===== config.mk =====
export PLATFORM = sky130hd
export DESIGN_NAME = idma_desc64_addr_arbiter
export DESIGN_NICKNAME = d
export VERILOG_FILES = /design/src/rtl/idma_desc64_addr_arbiter.sv
export SDC_FILE = /design/constraint.sdc
export NUM_CORES = 1
export LEC_CHECK = 0
export BUFFER_PORTS_ARGS = -buffer_cell sky130_fd_sc_hd__buf_4
export CORE_AREA = 2 2 135 137
export DETAILED_ROUTE_END_ITERATION = 10
export DIE_AREA = 0 0 137 139
export PLACE_DENSITY = 0.74
export SLEW_MARGIN = 20
export SYNTH_ARGS = -nofsm -noshare
export SYNTH_HDL_FRONTEND = slang
export SYNTH_SLANG_ARGS = --single-unit

===== constraint.sdc =====
create_clock -name clk_i -period 9.75 [get_ports clk_i]
set_clock_uncertainty 0.05 [all_clocks]
set_input_delay 1.95 -clock clk_i [delete_from_list [all_inputs] [get_ports clk_i]]
set_output_delay 1.95 -clock clk_i [all_outputs]
set_load 0.05 [all_outputs]

===== src/rtl/idma_desc64_addr_arbiter.sv =====
// Round-robin arbiter that shares the desc64 descriptor-address input between NumReq submitters.
// The winning address is registered toward the address FIFO. An outstanding-descriptor count is
// kept per submitter, and each submitter is throttled once it has MaxOutstanding descriptors in
// flight.
module idma_desc64_addr_arbiter #(
    parameter int unsigned NumReq         = 4,
    parameter int unsigned AddrWidth      = 64,
    parameter int unsigned MaxOutstanding = 8,
    localparam int unsigned IdWidth       = (NumReq > 1) ? $clog2(NumReq) : 1,
    localparam int unsigned CntWidth      = $clog2(MaxOutstanding + 1)
) (
    input  logic                        clk_i,
    input  logic                        rst_i,
    input  logic [NumReq-1:0]           req_valid_i,
    input  logic [NumReq*AddrWidth-1:0] req_addr_i,
    output logic [NumReq-1:0]           req_ready_o,
    output logic                        out_valid_o,
    output logic [AddrWidth-1:0]        out_addr_o,
    output logic [IdWidth-1:0]          out_id_o,
    input  logic                        out_ready_i,
    input  logic                        done_valid_i,
    input  logic [IdWidth-1:0]          done_id_i,
    output logic [NumReq-1:0]           busy_o,
    output logic                        done_err_o
);

    logic                 out_valid_q, out_valid_d;
    logic [AddrWidth-1:0] out_addr_q, out_addr_d;
    logic [IdWidth-1:0]   out_id_q, out_id_d;
    logic [IdWidth-1:0]   rr_q, rr_d;
    logic [CntWidth-1:0]  cnt_q [NumReq];
    logic [CntWidth-1:0]  cnt_d [NumReq];
    logic                 done_err_q, done_err_d;

    logic                 load;
    logic [NumReq-1:0]    eligible;
    logic [NumReq-1:0]    grant;
    logic                 grant_valid;
    logic [IdWidth-1:0]   grant_id;
    logic [AddrWidth-1:0] grant_addr;
    logic [NumReq-1:0]    dec;
    int unsigned          scan_idx;

    // The output register can take a new word when empty or when it drains this cycle.
    assign load = !out_valid_q || out_ready_i;

    // A submitter competes only while it is below its in-flight limit.
    always_comb begin
        eligible = '0;
        for (int unsigned i = 0; i < NumReq; i++) begin
            eligible[i] = req_valid_i[i] && (cnt_q[i] < CntWidth'(MaxOutstanding));
        end
    end

    // Round-robin scan starting at rr_q; the first eligible index wins.
    always_comb begin
        grant       = '0;
        grant_valid = 1'b0;
        grant_id    = '0;
        scan_idx    = 0;
        if (load) begin
            for (int unsigned k = 0; k < NumReq; k++) begin
                scan_idx = 32'(rr_q) + k;
                if (scan_idx >= NumReq) begin
                    scan_idx = scan_idx - NumReq;
                end
                if (!grant_valid && eligible[scan_idx]) begin
                    grant_valid      = 1'b1;
                    grant_id         = IdWidth'(scan_idx);
                    grant[scan_idx]  = 1'b1;
                end
            end
        end
    end

    // Mux out the winning address using constant slices.
    always_comb begin
        grant_addr = '0;
        for (int unsigned i = 0; i < NumReq; i++) begin
            if (grant[i]) begin
                grant_addr = req_addr_i[i*AddrWidth +: AddrWidth];
            end
        end
    end

    // Output word, round-robin pointer and error pulse next state.
    always_comb begin
        out_valid_d = out_valid_q;
        out_addr_d  = out_addr_q;
        out_id_d    = out_id_q;
        rr_d        = rr_q;
        if (grant_valid) begin
            out_valid_d = 1'b1;
            out_addr_d  = grant_addr;
            out_id_d    = grant_id;
            if (grant_id == IdWidth'(NumReq - 1)) begin
                rr_d = '0;
            end else begin
                rr_d = grant_id + IdWidth'(1);
            end
        end else if (out_ready_i) begin
            out_valid_d = 1'b0;
        end
        // A completion that matched no non-zero counter (including out-of-range ids) is an error.
        done_err_d = done_valid_i && (dec == '0);
    end

    // Completion decode: only decrement a counter that is non-zero, so it never wraps.
    always_comb begin
        dec = '0;
        for (int unsigned i = 0; i < NumReq; i++) begin
            dec[i] = done_valid_i && (done_id_i == IdWidth'(i)) && (cnt_q[i] != '0);
        end
    end

    // Outstanding counters: grant and completion in the same cycle cancel out.
    always_comb begin
        for (int unsigned i = 0; i < NumReq; i++) begin
            cnt_d[i] = cnt_q[i];
            if (grant[i] && !dec[i]) begin
                cnt_d[i] = cnt_q[i] + CntWidth'(1);
            end else if (!grant[i] && dec[i]) begin
                cnt_d[i] = cnt_q[i] - CntWidth'(1);
            end
        end
    end

    // State registers with synchronous reset; reset discards any in-flight output word.
    always_ff @(posedge clk_i) begin
        if (rst_i) begin
            out_valid_q <= 1'b0;
            out_addr_q  <= '0;
            out_id_q    <= '0;
            rr_q        <= '0;
            done_err_q  <= 1'b0;
            for (int unsigned i = 0; i < NumReq; i++) begin
                cnt_q[i] <= '0;
            end
        end else begin
            out_valid_q <= out_valid_d;
            out_addr_q  <= out_addr_d;
            out_id_q    <= out_id_d;
            rr_q        <= rr_d;
            done_err_q  <= done_err_d;
            for (int unsigned i = 0; i < NumReq; i++) begin
                cnt_q[i] <= cnt_d[i];
            end
        end
    end

    // Busy flags straight from the counter registers.
    always_comb begin
        busy_o = '0;
        for (int unsigned i = 0; i < NumReq; i++) begin
            busy_o[i] = (cnt_q[i] != '0);
        end
    end

    assign req_ready_o = rst_i ? '0 : grant;
    assign out_valid_o = out_valid_q;
    assign out_addr_o  = out_addr_q;
    assign out_id_o    = out_id_q;
    assign done_err_o  = done_err_q;

endmodule


Word level (Yosys, flattened, before mapping). Memory sizes are Yosys's and may differ from the RTL's. Cells that the tools add are included.

$add $sub $neg: 16. $mul: 0. Div/mod/pow operators: 0. Magnitude comparators: 16. Eq/ne operators: 4. Shift-type cells: 0. Multiplexer cells: 68. Bitwise gates (word level): 7. Reduce and logical (&&, ||, !) cells: 48.

Operators by type and width (count): $mux 32 (8); $mux 64 (4); $ge 32x1->1 const B (4); $lt 32x3->1 const B (4); $mux 4 (21); $logic_and 1x1->1 (28); $mux 1 (21); $add 4x1->4 const B (4); $lt 4x4->1 const B (4); $reduce_bool 4->1 (4); $sub 4x1->4 const B (4); $logic_not 1->1 (12); $mux 2 (6); $or 4x4->4 (3); $sub 3x3->4 const B (3); $ge 3x3->1 const B (3); $bmux 1 s2 (4); $demux 1 s2 (4); $add 2x2->3 const B (2); $eq 2x2->1 const B (3); $logic_not 4->1 (1); $or 1x1->1 (4); $sub 2x3->4 const B (1); $add 2x1->3 const B (1); other kinds (6) (6).

Register bits after elaboration: 70. Bits in latches: 0. Bits in writable memories: 16. ROM bits: 0. Memories: 1.

Memories: cnt_q (words 4, width 4, read ports 4, clocked after memory_dff 0, wr ports 4, RTL line 31) `logic [CntWidth-1:0] cnt_q [NumReq];`.

Longest topological paths before layout. Gate-level depths: netlist of the first run.

Depth in word-level cells: 24. Mapped depth: 18.

Worst setup path before layout of the first run. Ideal clock, no wire load.

Kind: input to output. From: input port req_valid_i[0]. To: output port req_ready_o[1]. Arrival: 4754 ps. Required time: 7750 ps. Slack: 2996 ps. Cell stages on the path: 8. Buffers on the path: 2. Cell sequence: nor2b_1 mux4_2 nor2_1 a221o_1 clkbuf_1 clkbuf_1 nor2_1 nor3_1.

Cells in the longest elaborated chain, start to end: 18. Elaborated cells between the ends (all ways): 33. Classes of those cells: 23 x mux; 3 x bitwise; 7 x reduce/logical.

Ends and longest elaborated chain: from (decl) (RTL line 14) `input logic [NumReq-1:0] req_valid_i,`; $logic_and 1x1->1 * (RTL line 51) `eligible[i] = req_valid_i[i] && (cnt_q[i] < CntWidth'(MaxOutstanding));`; $bmux 1 s2 (RTL line 67) `if (!grant_valid && eligible[scan_idx]) begin`; $mux 1 (implied by the code) (RTL line 67); $mux 1 (RTL line 67); $mux 1 (RTL line 61) `if (load) begin`; $logic_not 1->1 (RTL line 67); $logic_and 1x1->1 (RTL line 67); $mux 1 (RTL line 67); [2 not listed]; $logic_and 1x1->1 (RTL line 67); $mux 1 (RTL line 67); $mux 1 (RTL line 61); $logic_not 1->1 (RTL line 67); $logic_and 1x1->1 (RTL line 67); $mux 4 * (RTL line 67); $mux 4 * (RTL line 61); $mux 4 * (RTL line 159) `assign req_ready_o = rst_i ? '0 : grant;`; to (decl) (RTL line 16) `output logic [NumReq-1:0] req_ready_o,`.

Mark *: on every way between the ends. The rest lies on a longest branch, timed or not. The select of a mux whose other input is x is not followed.

Worst setup path after layout of the first run.
From: input port req_valid_i[1]. To: output port req_ready_o[1].

Same word-level chain as after synthesis.

==> impl_metrics.toml, run 1 <==
[setup_path]
path_max_fanout = 66
cp-end-kind = "output pin"
critical-path-slowest-cell = "buf_4"
worstPathCellList = "buf_4 -> nor2b_1 -> or3_1 -> a2111o_1 -> a21boi_4 -> buf_4 -> nor2_1 -> nor3_1 -> buf_4"
crit_path_frequent_cell = "buf_4"
crit_family = "buffers and inverters"
rrSetupSlack_ns = 4.47
startpoint_type = "input port"
crit_path_max_incr_delay_ns = 0.63
crit_type = "in -> out"
path_buf_inv = 3
worstPathRequired_ns = 7.75
cp.arrival_ns = 4.43

[timing]
setup_slack_ns = 3.32
slew_headroom_pct = 37.0
worstMarginPinSlew_ns = 0.946
fmax_mhz = 155
fin_crit_sh_pct = 66.0
rsz0062_at_grt = "no"
final.min_clock_period_ns = 6.43
tns_ns = 0
setup_viol = 0
finalHoldViolations = 0
final_max_slew_viol_count = 0

[placed_design]
place_ws_ns = 3.32
hpwlAfterDp_um = 19900
port_buffers = 341
place_congestion = 0.978

[logic_synthesis]
ys_types = 58
synth_area_per_cell_um2 = 7.91
synth_seq_area_share_pct = 23.0
ys_seq_elements = 86
synth_edf_count = 0
synthAdderAreaFrac_pct = 4.41
netlist_instances = 947
synth_xor_area_share_pct = 1.52
synthFlopType = "dfxtp_1"
yosys.area_share.simple_pct = 18.7
synth_nets = 1237
synth_compound_area_share_pct = 41.0
syn_area_um2 = 7490
async_reset_ff_share_pct = 0
yosysWarningCount = 0
synth_top_family_by_area = "compound AO/OA/AOI/OAI gates"
muxShareOfSynthArea_pct = 1.27

[final_layout]
layout.area.seq_um2 = 1720
drive_gt1_share_pct = 34.0
syn_to_final_growth_pct = 38.2
nFillCells = 1634
multiInputGateArea_um2 = 5080
mostFrequentLayoutCell = "buf_4"
nets = 1499
final_cell_mix = "buf_4 (355), nor2_1 (153), dfxtp_1 (86)"

[global_routing]
grt_overflow = 0
antenna_found_initial = 1
grt_pass1_vias = 8261
grt_pass1_wl_um = 45000
grt_usage_pct = 29.7
grt_max_degree = 69

[clock_tree]
clkTransAtPathRegs_ns = 0.07
cts_tree = "built"
clock-root-buffer = "clkbuf_16"
cts_max_path_buffers = 2
cts_setup_buffers = 0
h-tree-depth = 3
clock-sinks = 86
numCtsBuffers = 9
cts_resized = 0
clk_latency_ns = 0.34
postCtsHoldBufs = 0

[power]
ir_worst_vdd_mv = 0.165
p_leak_nw = 4.68
p_per_area_nw_per_um2 = 334

[die]
core_um2 = 17700
rows = 49
pin_count = 342
die_x_um = 137
dieArea_um2 = 19000
die_h_um = 139
start_util_pct = 42.4

[routing]
wl_per_cell_um = 20.4
firstDrtPassIters = 6
routed_wl_um = 29500
vias = 8740
via_per_inst = 6.05
drt_iter0_drc = 676
drc = 0
ant_nets = 0

[hold_path]
hp-class = "reg -> reg"

[run]
maxCapViolCount = 0

[outcome]
outcome = "finished clean"
[registers in the layout, summed over array words and instances, names as in the netlist]
| name | flops |
|---|---|
| out_addr_o | 64 |
| cnt_q | 16 |
| out_id_o | 2 |
| rr_q | 2 |
| done_err_o | 1 |
| out_valid_o | 1 |
[layer usage]
metal  GRT usage, %  vias up  wire [um]  share of wire (%)
met1           38.4     4114      11700                 40
met5              0        -          0                  0
met4           12.4        0       1000                3.4
li1               -     4063          -                  -
met2           48.1      500      13900                 47
met3           5.67       63       2870                9.7
[kinds of logic after synthesis]
family	after synthesis
XOR/XNOR	13
buffers and inverters	179
AO/OA/AOI/OAI	369
multiplexers	7
flip-flops	86
AND/OR/NAND/NOR	269
adder cells (fa/ha/maj)	24
[tightest hold or removal path: cells and delay by family (launching register included)]
family	cells	cell delay, ns
compound gates	1	0.13
simple gates	1	0.04
flops	1	0.33
[power breakdown]
part           switching, mW  internal (mW)  total [mW]
clock network          0.161          0.207       0.368
registers              0.120          0.509       0.628
logic                   1.56          0.900        2.46
[path summary, 6_finish.rpt]
| check | end | start | cells past startpoint |
|---|---|---|---|
| max | req_ready_o[1] | req_valid_i[1] | 9 |
| min | out_id_o[0] | out_id_o[0] | 2 |
| max reg2reg | cnt_q[0][3] | rr_q[0] | 15 |
| min reg2reg | out_id_o[0] | out_id_o[0] | 2 |
[Yosys cell counts, drive strengths merged, types with 5 or more instances]
| cell | n | share of area [%] |
|---|---|---|
| a32o | 64 | 8.6 |
| xnor2 | 9 | 1.1 |
| nor3b | 64 | 6.4 |
| inv | 74 | 3.7 |
| or3 | 6 | 0.50 |
| dfxtp | 86 | 23 |
| nand2 | 5 | 0.25 |
| a22oi | 5 | 0.50 |
| a22o | 65 | 7.6 |
| o21a | 64 | 6.4 |
| o21ai | 71 | 4.7 |
| buf | 30 | 2.7 |
| mux2i | 5 | 0.67 |
| nor2b | 6 | 0.50 |
| ha | 20 | 3.3 |
| clkbuf | 75 | 3.8 |
| a21o | 5 | 0.50 |
| o311ai | 64 | 9.8 |
| nor2 | 155 | 7.8 |
| nand2b | 5 | 0.52 |
| a21oi | 17 | 1.1 |
[final cells by class]
type	instances	area share, %
Sequential cell	86	16.6
Multi-Input combinational cell	682	49.0
Clock buffer	10	2.31
Timing Repair Buffer	356	25.9
Antenna cell	1	0.0242
Inverter	74	2.68
Tap cell	229	2.77
Clock inverter	6	0.677
[metrics by stage]
stage | utilization (%) | total power, mW | cell area (um2) | hold WS, ns | cells
after CTS | 58.5 | 3.45 | 10300 | 0.497 | 1442
after global placement | 56.8 | 3.05 | 10000 | 0.452 | 1426
after floorplan | - | 2.43 | 7490 | 0.428 | 947
final | 58.6 | 3.46 | 10300 | 0.493 | 1444
after detailed placement | 56.8 | 3.08 | 10000 | 0.480 | 1426
after global routing | 58.6 | 3.65 | 10300 | 0.517 | 1443
(Power assumes the default switching activity.)
==> run 2, diff against run 1 <==
CORE_AREA = not set   (was 2 2 135 137)
CORE_ASPECT_RATIO = 0.75   (was not set)
CORE_MARGIN = 2   (was not set)
CORE_UTILIZATION = 49   (was not set)
DIE_AREA = not set   (was 0 0 137 139)
PLACE_DENSITY = 0.83   (was 0.74)
clock period = 6.5 ns   (was 9.75 ns; I/O delays follow)
==> impl_metrics.toml, run 2 (synthesized netlist as in run 1, its figures left out) <==
[outcome]
outcome = "finished clean"

[hold_path]
hp-class = "reg -> reg"

[timing]
slew_headroom_pct = 27.5
rsz0062_at_grt = "no"
final.min_clock_period_ns = 5.49
fin_crit_sh_pct = 84.5
final_max_slew_viol_count = 0
setup_viol = 0
tns_ns = 0
finalHoldViolations = 0
fmax_mhz = 182
hold_slack_ns = 0.474
worstMarginPinSlew_ns = 1.09

[run]
maxCapViolCount = 0

[power]
p_sw_mw = 2.76
switching_share_pct = 53.2
seqPwrFrac_pct = 18.2
p_per_area_nw_per_um2 = 504
clkPwrFrac_pct = 10.1
ir_worst_vdd_mv = 0.385
combPwrFrac_pct = 71.6
total_power_mw = 5.19
internal_power_mw = 2.43
p_leak_nw = 4.68

[placed_design]
hpwlAfterDp_um = 19500
port_buffers = 341
place_congestion = 0.979
post_dp_cell_area_um2 = 10000

[clock_tree]
cts_tree = "built"
postCtsHoldBufs = 0
clock-sinks = 86
cts_max_path_buffers = 2
h-tree-depth = 3
cts_setup_buffers = 0
cts_resized = 0
clock-root-buffer = "clkbuf_16"
clkTransAtPathRegs_ns = 0.07
numCtsBuffers = 9
clk_latency_ns = 0.34

[final_layout]
finalInstanceArea_um2 = 10300
syn_to_final_growth_pct = 37.6
final_cell_mix = "buf_4 (354), nor2_1 (153), dfxtp_1 (86)"
finalCoreUtilization_pct = 68.3
drive_gt1_share_pct = 33.8
nFillCells = 1297
mostFrequentLayoutCell = "buf_4"
nets = 1498
largest_register_ffs = 64

[setup_path]
cp.arrival_ns = 4.14
critical-path-slowest-cell = "a21boi_4"
crit_type = "reg -> out"
worstPathRequired_ns = 5.15
startpoint_type = "flop"
cp-end-kind = "output pin"
path_max_fanout = 29
rrSetupSlack_ns = 1.28
worstPathCellList = "inv_2 -> ha_1 -> or3_1 -> a2111o_1 -> a21boi_4 -> nor2_4 -> nor3_1 -> buf_4"
crit_path_max_incr_delay_ns = 0.71

[routing]
ant_nets = 0
vias = 8754
via_per_inst = 6.17
firstDrtPassIters = 6
drc = 0
drt_iter0_drc = 869
routed_wl_um = 29000
wl_per_cell_um = 20.4

[die]
pin_count = 342
core_um2 = 15100
die_h_um = 111
start_util_pct = 49.7
die_x_um = 147
rows = 39
dieArea_um2 = 16300

[global_routing]
antenna_found_initial = 2
grt_pass1_vias = 8151
grt_usage_pct = 34.5
grt_pass1_wl_um = 45300
grt_max_degree = 92
grt_overflow = 0
==> run 2: cell count changes in the layout (fill, tap and decap cells not counted) <==
cell	change
diode_2	+1
clkinv_2	+2
clkinv_4	-1
buf_12	+1
buf_4	-1
clkinvlp_4	-2
buf_6	-1
clkbuf_1	+1
inv_6	-1
==> run 2: final timing paths <==
check	from	endpoint	cells after the start
hold reg to reg	cnt_q[2][2]	cnt_q[2][2]	2
setup / recovery	rr_q[0]	req_ready_o[3]	8
hold / removal	cnt_q[2][2]	cnt_q[2][2]	2
setup reg to reg	rr_q[0]	cnt_q[0][3]	15
==> run 2: metal layers <==
metal	wire [um]	vias up	global-route usage [%]
met2	13600	563	55.8
li1	-	4069	-
met3	2770	65	5.84
met1	11700	4057	46.8
met5	0	-	0
met4	908	0	11.8
==> run 2: metrics by stage <==
| step | instances | worst slack (ns) |
|---|---|---|
| floorplan | 947 | 1.05 |
| global placement | 1402 | 1.30 |
| detailed placement | 1402 | 1.21 |
| CTS | 1417 | 1.04 |
| global route | 1419 | 0.786 |
| finish | 1419 | 1.01 |
==> run 2: power by group through the flow <==
stage / Sequential [mW] / Clock [mW] / Combinational [mW]
after floorplan: 1.59 / 0 / 2.06
after global placement: 0.944 / 0 / 3.63
after detailed placement: 0.943 / 0 / 3.68
after CTS: 0.940 / 0.537 / 3.69
after global routing: 0.972 / 0.555 / 3.96
final: 0.946 / 0.526 / 3.72
==> run 2: worst max-delay path: cells and delay by family, from the launching register on <==
family                     cells  cell delay, ns
AOI/OAI and AO/OA              2            1.22
and+or+nand+nor                3            0.95
DFF                            1            0.70
buffers and inverters          2            0.47
adders and majority gates      1            0.44
==> run 2: layout make-up <==
type	count	area (um2)	area share, %
Clock inverter	4	47.5	0.461
Multi-Input combinational cell	682	5080	49.3
Tap cell	205	256	2.49
Timing Repair Buffer	355	2680	26.0
Inverter	74	278	2.70
Sequential cell	86	1720	16.7
Clock buffer	11	243	2.36
Antenna cell	2	5.00	0.0486
==> run 3, diff against run 2 <==
CORE_UTILIZATION = 44   (was 49)
PLACE_DENSITY = 0.79   (was 0.83)
clock period = 4.95 ns   (was 6.5 ns; I/O delays follow)
==> impl_metrics.toml, run 3 (synthesized netlist as in run 1, its figures left out) <==
[outcome]
outcome = "finished clean"

[placed_design]
port_buffers = 341
hpwlAfterDp_um = 20000
post_dp_cell_area_um2 = 10100
place_congestion = 0.890

[final_layout]
final_cell_mix = "buf_4 (358), nor2_1 (153), dfxtp_1 (86)"
nets = 1503
drive_gt1_share_pct = 34.1
finalInstanceArea_um2 = 10400
n_antenna_cell = 0
finalCoreUtilization_pct = 62.0
syn_to_final_growth_pct = 38.4
mostFrequentLayoutCell = "buf_4"
largest_register_ffs = 64

[die]
die_h_um = 117
core_um2 = 16700
dieArea_um2 = 18100
start_util_pct = 44.8
pin_count = 342
rows = 41
die_x_um = 155

[routing]
wl_per_cell_um = 20.1
vias = 8731
firstDrtPassIters = 5
routed_wl_um = 28700
via_per_inst = 6.10
drt_iter0_drc = 772
drc = 0
ant_nets = 0

[clock_tree]
postCtsHoldBufs = 0
cts_tree = "built"
h-tree-depth = 3
clock-root-buffer = "clkbuf_16"
cts_max_path_buffers = 2
clkTransAtPathRegs_ns = 0.07
numCtsBuffers = 9
cts_setup_buffers = 0
clock-sinks = 86
clk_latency_ns = 0.35
cts_resized = 0

[setup_path]
worstPathRequired_ns = 3.91
regToRegEndpoint = "cnt_q[3][3]"
startpoint_type = "flop"
crit_start = "rr_q[1]"
reg2reg_from = "rr_q[1]"
path_max_fanout = 11
cp.arrival_ns = 3.59
rrSetupSlack_ns = 0.43
cp-end-kind = "output pin"
r2r_cells = 15
crit_type = "reg -> out"

[timing]
hold_slack_ns = 0.467
fin_crit_sh_pct = 93.5
slew_headroom_pct = 37.5
rsz0062_at_grt = "no"
fmax_mhz = 216
finalHoldViolations = 0
tns_ns = 0
setup_viol = 0
final_max_slew_viol_count = 0
worstMarginPinSlew_ns = 0.935
final.min_clock_period_ns = 4.63

[global_routing]
grt_max_degree = 69
grt_pass1_vias = 7987
grt_pass1_wl_um = 44000
antenna_found_initial = 0
grt_overflow = 0
grt_usage_pct = 30.7

[power]
ir_worst_vdd_mv = 0.462
total_power_mw = 6.83
p_per_area_nw_per_um2 = 659
p_leak_nw = 4.71

[run]
maxCapViolCount = 0

[hold_path]
whs_endpoint = "out_id_o[1]"
worstHoldPathCells = 2
hold_start = "out_id_o[1]"
hp-class = "reg -> reg"
==> run 3: metrics by stage <==
stage,instances,setup WS (ns)
floorplan,947,0.116
global placement,1417,0.396
detailed placement,1417,0.257
CTS,1432,0.367
global route,1432,0.0525
finish,1432,0.322
==> run 3: area by class of cell <==
cell class / instances / area [um2]
flip-flops and latches: 86 / 1720
clock buffers: 11 / 243
well taps: 215 / 269
repair buffers: 360 / 2730
clock inverters: 4 / 47.5
inverters: 74 / 278
multi-input cells: 682 / 5080
fillers: 1536 / 6360
==> run 3: worst max-delay path, cell delays in order (launching register included) <==
cell and delay [ns]:
dfxtp_1 0.55, inv_1 0.23, ha_1 0.42, or3_1 0.45, a2111oi_0 0.71, o21ai_0 0.26, a31oi_4 0.24, nor2b_1 0.16
buf_4 0.22
==> run 3: worst max path at each step <==
stage                           endpoint  slack, ns
after detailed placement     cnt_q[3][3]       0.26
after global placement       cnt_q[3][3]       0.40
after CTS                 req_ready_o[0]       0.37
after global routing         cnt_q[3][3]       0.05
after floorplan           req_ready_o[1]       0.12
final                     req_ready_o[0]       0.32
==> run 3: routing by layer <==
| metal | part of all wire [%] | track usage, % | routed length, um |
|---|---|---|---|
| met1 | 42 | 39.7 | 11900 |
| met2 | 47 | 50.9 | 13500 |
| met3 | 8.2 | 6.81 | 2360 |
| met4 | 3.3 | 11.1 | 952 |
| met5 | 0 | 0 | 0 |
==> run 3: power breakdown <==
group / leakage [nW] / internal [mW] / switching (mW)
Sequential: 0.711 / 1.00 / 0.216
Clock: 0.141 / 0.401 / 0.302
Combinational: 3.85 / 1.81 / 3.10
